$ cat config.mk
export PLATFORM = sky130hd
export DESIGN_NAME = edge_timestamp_pio
export DESIGN_NICKNAME = d
export VERILOG_FILES = /design/src/rtl/edge_timestamp_pio.sv
export SDC_FILE = /design/constraint.sdc
export NUM_CORES = 1
export LEC_CHECK = 0
export BUFFER_PORTS_ARGS = -buffer_cell sky130_fd_sc_hd__buf_2
export CAP_MARGIN = 10
export CORE_MARGIN = 4
export CORE_UTILIZATION = 50
export CTS_BUF_LIST = sky130_fd_sc_hd__clkbuf_16
export DETAILED_ROUTE_END_ITERATION = 10
export PLACE_DENSITY = 0.66
export SETUP_SLACK_MARGIN = 0.2
export SYNTH_ARGS = -nofsm -noshare
export SYNTH_HDL_FRONTEND = slang
export SYNTH_SLANG_ARGS = --single-unit
export TNS_END_PERCENT = 10
$ cat constraint.sdc
create_clock -name clk -period 4.5 [get_ports clk]
set_input_delay 0 -clock clk [delete_from_list [all_inputs] [get_ports clk]]
set_output_delay 0 -clock clk [all_outputs]
set_load 0.1 [all_outputs]
$ cat src/rtl/edge_timestamp_pio.sv
// Multi-channel edge-capture PIO with per-bit edge select, W1C capture flags, IRQ masking and
// per-channel first-edge timestamps taken from a free-running counter.
module edge_timestamp_pio #(
  parameter int unsigned WIDTH       = 14,
  parameter int unsigned TS_WIDTH    = 32,
  parameter int unsigned SYNC_STAGES = 2
) (
  input  logic             clk,
  input  logic             reset,
  input  logic [2:0]       address,
  input  logic             chipselect,
  input  logic             write_n,
  input  logic [31:0]      writedata,
  output logic [31:0]      readdata,
  input  logic [WIDTH-1:0] in_port,
  output logic             irq
);

  localparam int unsigned SelW = (WIDTH > 1) ? $clog2(WIDTH) : 1;

  logic [WIDTH-1:0]    sync_q [SYNC_STAGES];
  logic [WIDTH-1:0]    prev_q;
  logic [WIDTH-1:0]    rise_en_q, rise_en_d;
  logic [WIDTH-1:0]    irq_mask_q, irq_mask_d;
  logic [WIDTH-1:0]    fall_en_q, fall_en_d;
  logic [WIDTH-1:0]    edge_cap_q, edge_cap_d;
  logic [TS_WIDTH-1:0] counter_q, counter_d;
  logic [SelW-1:0]     ts_sel_q, ts_sel_d;
  logic [TS_WIDTH-1:0] ts_q [WIDTH];
  logic [31:0]         rdata_d;
  logic [31:0]         sel_ext;
  logic [WIDTH-1:0]    sync_s;
  logic [WIDTH-1:0]    det;
  logic [WIDTH-1:0]    clr_mask;
  logic                wr;
  logic                unused_wdata;

  assign sync_s       = sync_q[SYNC_STAGES-1];
  assign wr           = chipselect & ~write_n;
  assign det          = (sync_s & ~prev_q & rise_en_q) | (~sync_s & prev_q & fall_en_q);
  assign irq          = |(edge_cap_q & irq_mask_q);
  assign sel_ext      = 32'(ts_sel_q);
  assign unused_wdata = ^writedata;

  always_comb begin
    rise_en_d  = rise_en_q;
    irq_mask_d = irq_mask_q;
    fall_en_d  = fall_en_q;
    ts_sel_d   = ts_sel_q;
    clr_mask   = '0;
    counter_d  = counter_q + 1'b1;
    if (wr) begin
      case (address)
        3'd1:    rise_en_d  = writedata[WIDTH-1:0];
        3'd2:    irq_mask_d = writedata[WIDTH-1:0];
        3'd3:    clr_mask   = writedata[WIDTH-1:0];
        3'd4:    fall_en_d  = writedata[WIDTH-1:0];
        3'd5:    counter_d  = '0;
        3'd6:    ts_sel_d   = writedata[SelW-1:0];
        default: ;
      endcase
    end
    // A new edge wins over a same-cycle clear of the same bit.
    edge_cap_d = (edge_cap_q & ~clr_mask) | det;
  end

  always_comb begin
    rdata_d = '0;
    case (address)
      3'd0: rdata_d[WIDTH-1:0]    = sync_s;
      3'd1: rdata_d[WIDTH-1:0]    = rise_en_q;
      3'd2: rdata_d[WIDTH-1:0]    = irq_mask_q;
      3'd3: rdata_d[WIDTH-1:0]    = edge_cap_q;
      3'd4: rdata_d[WIDTH-1:0]    = fall_en_q;
      3'd5: rdata_d[TS_WIDTH-1:0] = counter_q;
      3'd6: rdata_d[SelW-1:0]     = ts_sel_q;
      3'd7: begin
        if (sel_ext < WIDTH) rdata_d[TS_WIDTH-1:0] = ts_q[ts_sel_q];
      end
      default: ;
    endcase
  end

  always_ff @(posedge clk) begin
    if (reset) begin
      for (int k = 0; k < SYNC_STAGES; k++) sync_q[k] <= '0;
      prev_q     <= '0;
      rise_en_q  <= '1;
      irq_mask_q <= '0;
      fall_en_q  <= '0;
      edge_cap_q <= '0;
      counter_q  <= '0;
      ts_sel_q   <= '0;
      for (int i = 0; i < WIDTH; i++) ts_q[i] <= '0;
      readdata   <= '0;
    end else begin
      sync_q[0] <= in_port;
      for (int k = 1; k < SYNC_STAGES; k++) sync_q[k] <= sync_q[k-1];
      prev_q     <= sync_s;
      rise_en_q  <= rise_en_d;
      irq_mask_q <= irq_mask_d;
      fall_en_q  <= fall_en_d;
      edge_cap_q <= edge_cap_d;
      counter_q  <= counter_d;
      ts_sel_q   <= ts_sel_d;
      // Only the first edge since the flag was last clear records its time.
      for (int i = 0; i < WIDTH; i++) begin
        if (det[i] && !edge_cap_q[i]) ts_q[i] <= counter_q;
      end
      readdata   <= rdata_d;
    end
  end

endmodule

==> Yosys cells after proc, flatten, opt, wreduce, memory -nomap -nowiden <==
Memory sizes are Yosys's and may differ from the RTL's. A register that Yosys moved wholly into a read port is not among the register bits.
Cells that the tools add are included.
{ "word_totals": {"mem_bits_rw": 476, "elab_cells": 153, "n_memories": 2, "regBits": 138, "input_bits": 53} }
{ "op_classes": {"reduce_logical": 34, "n_bitwise": 29, "n_eq_ne": 7, "muxes": 71, "order_cmp": 1, "addsub": 1} }
{ "mem_list": {"columns": ["name", "words", "width", "read_ports", "rd_clocked_by_memory_dff", "wr", "line_no", "text"], "rows": [
  ["ts_q", 14, 32, 1, 1, 14, "29", "logic [TS_WIDTH-1:0] ts_q [WIDTH];"],
  ["sync_q", 2, 14, 2, 0, 2, "21", "logic [WIDTH-1:0] sync_q [SYNC_STAGES];"]
]} }
{ "ops": {"columns": ["op", "count"], "rows": [
  ["2-to-1 mux 32 bit", 17],
  ["AND 14 bit", 6],
  ["case mux 10 bit (7 select lines)", 1],
  ["2-to-1 mux 14 bit", 4],
  ["2-to-1 mux 1 bit", 45],
  ["inverter 14 bit", 3],
  ["case mux 18 bit (2 select lines)", 1],
  ["adder 32 x 1 -> 32 bit (second input constant)", 1],
  ["case mux 4 bit (8 select lines)", 1],
  ["bitwise OR 14 bit", 2],
  ["bitwise OR 1 bit", 16],
  ["logical AND 1 bit", 14],
  ["logical NOT 1 bit", 14],
  ["OR reduction 14 bit", 1],
  ["== test 3 bit (second input constant)", 4],
  ["2-to-1 mux 4 bit", 2],
  ["AND reduction 2 bit", 4],
  ["== test 3 x 2 -> 1 bit (second input constant)", 2],
  ["less-than comparator 4 bit (second input constant)", 1],
  ["== test 3 x 1 -> 1 bit (second input constant)", 1],
  ["logical NOT 3 bit", 1],
  ["AND 1 bit", 1],
  ["inverter 1 bit", 1]
]} }

==> Depth between registers and ports, before layout <==
Gate-level depths: netlist of the first run.
An unclocked memory read counts as a cell.
{ "logic_depth": {"depth_word": 10, "ltp_mapped": 8, "depth_no_buf": 5} }

==> Least setup slack after synthesis of the first run <==
No wires, ideal clock.
{ "synth_timing": {"path_kind": "register to register", "startpoint": "memory sync_q[1][10], in the netlist sync_q[0][24]", "endpoint": "memory ts_q[10][0] (enable)", "synth_period_minus_slack_ps": 3268, "setup_ps": 466, "setup_slack_ps": 1232, "stages_incl_launch_ff": 5, "arrival_ps": 2802, "path_cell_list": "dfxtp_1 > nand2_1 > nor2_1 > a31oi_1 > o21ai_0"} }
{ "synth_lines": {"columns": ["item", "line_no"], "rows": [
  ["from (decl)", "21"],
  ["to (decl)", "29"]
]} }

==> metrics.txt, run 1 <==
Sw Pwr=0.002791 W; CTS tree=yes; critical-path cell list=nand3b_1 > o21a_1 > or2_2 > buf_4 > nand2_2; clock transition at the registers of the reported paths=around 0.060 ns; Tightest Hold Check Type=primary input to register; crit path time final=2.629 ns; FMAX=380.4 MHz; latest clock arrival within the worst-skew pair=about 0.6 ns; number of diodes=0; syn avg cell area=12.27 um^2; Initial Utilization=50.44%; vias in the first global route=16.91k; initial antenna violation count=2; Tcrit/Tclk final=58.42%; CTS Buffer Depth=3; MaxCap Viol Count=0; Worst Setup Start Kind=register; Post-synth EDFFs=448; die area=around 55000 um^2; RSZ-0062 raised after global routing=no; layout cell share with drive strength beyond 1=14.22%; Leak=10.31 nW; Setup Buffers After CTS=0; Num CTS Buffers=between 60 and 70; first drt pass iteration count=6; PwrDens=between 400 and 500 nW/um^2; via count=17.22k; Setup Skew=about 0.022 ns; share of total power in the clock network=43.1%; clk sinks=618; die width=235.5 um; vias per cell=5.978; Port Buffers=67; initial drt markers=1897; outcome=completed; Crit path max-delay family=simple AND/OR/NAND/NOR gates; Flop pwr share=51.3%; Least-Margin Pin Slew=~1.2 ns; setup TNS=0 ns; Seq. cell area=16870 um^2; Ys Warns=0; dominant synthesized flop cell=edfxtp_1; drt total wl=about 70000 um; number of synthesized register bits=approximately 600; DRC=0; cts hold-fix bufs=34; Synth Area in Adders=0.04835%; first-pass GRT wire length=104900 um; library cells used by synthesis=67; clock root buffer=clkbuf_16; mux cell area share after synthesis=around a tenth; antenna-violating nets left=0; Post-Syn Area=25880 um^2; Slew Limit Fails=0; WL/cell=~24 um; Synth async-reset ratio=0%; Setup-failing EPs final=0; Simple-Gate Fraction of Synth Area=about 12%; commonest non-fill, non-tap cell in the layout=edfxtp_1; row count=83; worst-path fanout max=33; Core ar.=51300 um^2; Compound-Gate Fraction of Synth Area=approximately 7.6%; Max rail drop VDD=approximately 0.23 mV; H-tree levels=3; Final #Nets=2201; Post-Synthesis Cells=about 2.1k; Critical Path AT=2.67 ns; GPL Wtd Cong=0.8305; commonest non-fill, non-tap cells in the layout=edfxtp_1, nor2_1, dfxtp_1; Final Total Pwr=approximately 0.013 W; Net Sw Frac=between 20% and 30%; pre-CTS setup slack=1.924 ns; gr usage total=24.81%; Crit. End Element=register; CP max stage delay=0.81 ns; final hold vios=0; Max transition margin=21.70%; Fillers=4179; final setup margin=about 1.9 ns; CP max-delay cell=nand2_2; combinational power share=between 5 and 6%; largest family of logic cells by synthesized area=simple AND/OR/NAND/NOR gates; Post-Synth XOR/XNOR Area=0.4400%; Area growth, synth to finish=12.89%; post-synthesis sequential area ratio=around two thirds; largest net degree at the start of global routing=between 80 and 90; crit path buf inv count=1; GRT Residual Overflow=0; hpwl dp=39320 um; Die H=235.5 um; Worst Path Class, Setup=register to register; Post-Syn Nets=2163; WP data required=4.55 ns; Internal=0.009741 W; footprint of the multi-input gates=8024 um^2; IO Pins=between 80 and 90; PostCTS Resize Cnt=0
[flip-flops by register name, indices dropped and copies added, names as in the netlist, named ones only]
register / flops
readdata: 32
fall_en_q: 14
sync_q: 28
edge_cap_q: 14
ts_q: 448
rise_en_q: 14
irq_mask_q: 14
counter_q: 32
prev_q: 14
ts_sel_q: 4
[stage by stage]
stage               area, um^2  cells  hold slack, ns  util, %
floorplan                25880   2109          0.1282        -
global placement         26680   2725          0.2117    52.00
detailed placement       26680   2725          0.2129    52.00
CTS                      29210   2881         0.02003    56.94
global route             29210   2881         0.05495    56.94
finish                   29210   2881         0.05692    56.94
[cells in the mapped netlist (13+ instances only)]
cell        n  share of area (%)
mux4_2     28                2.4
mux2_2     39                1.7
a211o_1    13               0.44
mux2i_1   165                6.4
dfxtp_1   170                 13
nor2_1    385                5.6
o22ai_1    52                1.3
a22oi_1    24               0.70
nand3b_1   13               0.38
buf_2      34               0.66
a21oi_1    43               0.83
nand3_1    40               0.77
edfxtp_1  448                 52
nor2b_1    47                1.1
a221oi_1   44                1.5
clkbuf_1  111                1.6
o21ai_0    61                1.2
inv_1      78                1.1
nand2_1   145                2.1
[worst reg2reg max path, delay by kind of cell, from the launching register on]
family | cells | cell delay, ns
AO/OA/AOI/OAI | 1 | 0.14
AND/OR/NAND/NOR | 3 | 1.06
flip-flops | 1 | 0.38
buffers and inverters | 1 | 0.48
[power by group through the flow]
stage               clock [W]  sequential, W  combinational, W
finish                0.00540        0.00643          0.000704
global route          0.00572        0.00644          0.000744
CTS                   0.00547        0.00642          0.000699
detailed placement          0        0.00654          0.000675
global placement            0        0.00653          0.000666
floorplan                   0        0.00657          0.000374
[layer usage]
metal / track usage (%) / wire, um / up-vias
met2: 39.23 / 32240 / 893
li1: - / - / 7656
met1: 34.24 / 28230 / 8497
met3: 4.639 / 6592 / 172
met4: 10.00 / 2829 / 4
met5: 0 / 29 / -
[kinds of logic after synthesis]
kind of cell | after synthesis
and+or+nand+nor | 709
DFF | 618
AOI/OAI and AO/OA | 288
buffers and inverters | 248
muxes | 232
xor gates and xnor gates | 13
adders and majority gates | 1
[layout make-up]
cell class | instances | share of cell area, %
clock buffer | 75 | 6.425
clock inverter | 47 | 1.084
inverter | 78 | 1.002
multi-input combinational | 1243 | 27.47
sequential | 618 | 57.74
tap | 680 | 2.913
timing repair buffer | 140 | 3.367
[worst paths after layout]
path,start,to,slack (ns),depth (start not counted)
hold reg to reg,sync_q[0][9],sync_q[0][23],0.44,1
setup reg to reg,sync_q[0][17],ts_q[3][10],1.87,5
setup / recovery,sync_q[0][17],ts_q[3][10],1.87,5
hold / removal,chipselect,fall_en_q[2],0.06,5
Power figures use the tool's default switching activity.
==> run 2: changes to the inputs <==
clock period = 2.5 ns   (was 4.5 ns; I/O delays follow)
==> run 2 against run 1 <==
Compared with the run above: sequential power is 80% higher; design area is 1.4% higher; total power is 80% higher; largest power group unchanged; die area stayed put; register-to-register slack worse by 1.5 ns; non-clock buffer count is 50 higher; via count is 2.4% higher; first-iteration DRC count is 6.1% higher.
==> metrics.txt, run 2 (synthesis gave the netlist of run 1 again) <==
outcome=completed; row count=83; die width=235.5 um; Crit. End Element=register; Least-Margin Pin Slew=approximately 0.83 ns; largest net degree at the start of global routing=57; WL/cell=about 25 um; Biggest register=ts_q; CP max stage delay=0.61 ns; RSZ-0062 raised after global routing=no; Leak=10.58 nW; CTS Buffer Depth=3; vias in the first global route=17.35k; setup TNS=0 ns; final hold slack=around 0.094 ns; crit path time final=about 2.2 ns; Setup-failing EPs final=0; Tcrit/Tclk final=87.14%; worst reg2reg path depth=6; DRC=0; Setup Buffers After CTS=0; PwrDens=~760 nW/um^2; clock transition at the registers of the reported paths=approximately 0.06 ns; clock root buffer=clkbuf_16; critical-path cell list=buf_4 > nor3b_2 > buf_4 > a22oi_1 > o2111ai_1 > a211oi_1; vias per cell=6.019; GRT Residual Overflow=0; largest registers=ts_q: 448 flops, counter_q: 32 flops, readdata: 32 flops; Slew Limit Fails=0; final hold vios=0; Largest register FFs=448; Crit path max-delay family=compound AO/OA/AOI/OAI gates; FMAX=459.0 MHz; drt total wl=72750 um; worst-path fanout max=22; clk sinks=slightly above 600; Final #Nets=2251; hpwl dp=43830 um; crit path buf inv count=2; Port Buffers=67; Critical Path AT=2.68 ns; pre-CTS setup slack=0.4104 ns; initial antenna violation count=0; commonest non-fill, non-tap cell in the layout=edfxtp_1; Core ar.=51300 um^2; fin util=57.72%; Setup Skew=0.02130 ns; latest clock arrival within the worst-skew pair=about 0.60 ns; first drt pass iteration count=7; final setup margin=0.3216 ns; Worst Setup Start Kind=register; Tightest Hold Check Type=primary input to register; first-pass GRT wire length=108500 um; number of diodes=0; IO Pins=86; Die H=235.5 um; hold path depth=5; Max rail drop VDD=0.4458 mV; Area growth, synth to finish=14.44%; Num CTS Buffers=66; layout cell share with drive strength beyond 1=15.99%; die area=55460 um^2; Top cell by count, worst path=buf_4; H-tree levels=3; via count=~18k; Worst Min Path Start=chipselect; WP data required=between 3 and 4 ns; gr usage total=25.69%; MaxCap Viol Count=0; GPL Wtd Cong=0.8797; Max transition margin=44.47%; CP max-delay cell=dfxtp_4; CTS tree=yes; initial drt markers=2013; Stages on worst setup path=6; Initial Utilization=50.44%; commonest non-fill, non-tap cells in the layout=edfxtp_1, nor2_1, dfxtp_1; antenna-violating nets left=0; Worst Path Class, Setup=register to register; Fillers=4081; Reg2Reg Setup Slack=0.32 ns
-- run 2: repair_timing --
item	CTS	global route
gates resized for setup	0	0
endpoints found under the hold margin	83	0
hold buffers	35	0
-- run 2: final timing paths --
path | endpoint
worst max-delay path | readdata[2]
worst min-delay path | fall_en_q[7]
worst max register to register | readdata[2]
worst min register to register | sync_q[0][19]
-- run 2: final cells by class --
type / count / area [um^2] / share of cell area [%]
Inverter: 78 / 292.8 / 0.9887
Clock buffer: 68 / 1702 / 5.746
Tap cell: 680 / 850.8 / 2.873
Clock inverter: 54 / 427.9 / 1.445
Multi-Input combinational cell: 1243 / 8024 / 27.10
Sequential cell: 618 / 16870 / 56.96
Timing Repair Buffer: 190 / 1449 / 4.893
-- run 2: metrics by stage --
stage	cell area [um^2]	std cells	total power (W)
after floorplan	25880	2109	0.01250
after global placement	27130	2774	0.01303
after detailed placement	27130	2774	0.01307
after CTS	29610	2931	0.02266
after global routing	29610	2931	0.02318
final	29610	2931	0.02254
-- run 2: worst register-to-register path: stages (launching register included) --
cell	delay (ns)
dfxtp_4	0.61
buf_4	0.39
nor3b_2	0.09
buf_4	0.23
a22oi_1	0.18
o2111ai_1	0.26
a211oi_1	0.32
-- run 2: report_power, final --
part,switching [W],internal (W),leakage (nW)
logic,0.000964,0.000400,3.37
registers,0.000158,0.0114,6.08
clock network,0.00404,0.00559,1.12
total,0.00516,0.0174,10.6
-- run 2: layer usage --
metal / up-vias / global-route usage, % / part of all wire (%)
met2: 954 / 40.91 / 46
met3: 162 / 5.002 / 9.7
li1: 7750 / - / -
met1: 8776 / 35.53 / 41
met4: 0 / 9.308 / 3.4
met5: - / 0 / 0
==> run 3: changes to the inputs <==
PLACE_DENSITY = not set   (was 0.66)
PLACE_DENSITY_LB_ADDON = 0.12   (was not set)
==> run 3 against run 2 <==
Compared with the run above: total power hardly changed; first-iteration DRC count is 3.0% lower; final cell count up 0.51%; design area grew 0.99%; critical endpoint is now irq; largest power group unchanged.
==> metrics.txt, run 3 (synthesis gave the netlist of run 1 again) <==
WP data required=~2.5 ns; Slew Limit Fails=0; Largest register FFs=448; CP max-delay cell=buf_2; PwrDens=753.5 nW/um^2; largest net degree at the start of global routing=110; final setup margin=about 0.27 ns; critical-path cell list=a22oi_1 > nand2_1 > a221oi_1 > nand4_1 > buf_2; CTS tree=yes; dpl cell area=between 20000 and 30000 um^2; Final #Nets=2267; footprint of the multi-input gates=8029 um^2; Initial Utilization=around half; Port Buffers=67; Num CTS Buffers=61; Setup-failing EPs final=0; MaxCap Viol Count=0; row count=between 80 and 90; Max rail drop VDD=approximately 0.56 mV; commonest non-fill, non-tap cell in the layout=edfxtp_1; FMAX=447.6 MHz; Worst Setup Start Kind=register; Tightest Hold Check Type=primary input to register; vias in the first global route=16.91k; layout cell share with drive strength beyond 1=16.33%; Least-Margin Pin Slew=approximately 0.69 ns; largest registers=ts_q: 448 flops, counter_q: 32 flops, readdata: 32 flops; latest clock arrival within the worst-skew pair=~0.63 ns; clk sinks=618; antenna-violating nets left=0; Die H=between 200 and 250 um; vias per cell=5.923; Critical Path AT=2.23 ns; clock root buffer=clkbuf_16; Core ar.=51300 um^2; clock transition at the registers of the reported paths=0.06 ns; drt total wl=74060 um; Seq. cell area=16870 um^2; worst-path fanout max=3; initial antenna violation count=1; Crit. End Element=output pin; Tcrit/Tclk final=89.37%; first-pass GRT wire length=109400 um; first drt pass iteration count=5; final hold vios=0; commonest non-fill, non-tap cells in the layout=edfxtp_1, nor2_1, dfxtp_1; Setup Skew=0.02069 ns; Fillers=4198; Max transition margin=a little over half; via count=17.45k; H-tree levels=2; die area=approximately 55000 um^2; Area growth, synth to finish=15.57%; gr usage total=26.24%; Finished Cell Area=between 20000 and 30000 um^2; CTS Buffer Depth=3; Biggest register=ts_q; Leak=~11 nW; GRT Residual Overflow=0; GPL Wtd Cong=about 0.9; setup TNS=0 ns; outcome=completed; RSZ-0062 raised after global routing=no; Worst Path Class, Setup=register to output pin; DRC=0; WL/cell=25.14 um; number of diodes=0; die width=235.5 um; initial drt markers=1953; pre-CTS setup slack=between 0.4 and 0.5 ns; crit path time final=2.234 ns; post-route insts no fill=2946; hpwl dp=43430 um; CP max stage delay=0.34 ns; # placed instances=2774; IO Pins=86
[run 3: cell count changes in the layout (fill, tap and decap cells not counted), sizes merged]
cell         previous run  this run
bufinv                  6        10
clkbuf                 68        63
clkinv                 21        27
clkinvlp                0         7
dlygate4sd3            35        56
inv                   105        87
[run 3: path summary, 6_finish.rpt]
check	startpoint	slack, ns	cells after the start	endpoint
worst max-delay path	irq_mask_q[8]	0.27	5	irq
worst min-delay path	chipselect	0.05	5	fall_en_q[3]
worst max register to register	register	0.37	4	readdata[3]
worst min register to register	sync_q[0][11]	0.43	1	sync_q[0][25]
[run 3: worst max-delay path, delay by kind of cell, from the launching register on]
| kind | cells | cell delay, ns |
|---|---|---|
| compound gates | 2 | 0.62 |
| buf+inv | 1 | 0.34 |
| simple gates | 2 | 0.32 |
| flops | 1 | 0.33 |
[run 3: timing repair]
| action | 4_1_cts | 5_1_grt |
|---|---|---|
| hold buffers | 56 | 0 |
| hold endpoints to repair | 118 | 0 |
| setup buffers | 0 | 0 |
| setup endpoints to repair | 0 | 2 |
| resized for setup | 0 | 2 |
[run 3: metal layers]
layer	wire, um	global-route usage [%]	part of all wire [%]
met5	0	0	0
met4	2118	7.991	2.9
met3	6508	4.346	8.8
met2	34400	41.67	46
met1	31040	37.56	42
[run 3: where the power goes]
| group | internal (W) | leakage, nW | total (W) | switching [W] |
|---|---|---|---|---|
| clock | 0.00560 | 1.05 | 0.00958 | 0.00397 |
| combinational | 0.000434 | 3.50 | 0.00141 | 0.000977 |
| sequential | 0.0114 | 6.08 | 0.0115 | 0.000157 |
[run 3: final cells by class]
| cell class | instances | area share [%] |
|---|---|---|
| Multi-Input combinational cell | 1243 | 26.85 |
| Inverter | 78 | 0.9790 |
| Timing Repair Buffer | 211 | 5.895 |
| Clock inverter | 53 | 1.761 |
| Sequential cell | 618 | 56.40 |
| Clock buffer | 63 | 5.272 |
| Tap cell | 680 | 2.845 |
[run 3: per-stage QoR]
stage	util, %	hold slack, ns	total power [W]
6_report	58.29	0.05225	0.02253
5_1_grt	58.29	0.06844	0.02318
4_1_cts	58.28	0.01386	0.02262
3_5_place_dp	53.09	0.2160	0.01310
3_3_place_gp	53.09	0.2083	0.01308
2_1_floorplan	-	0.1282	0.01250
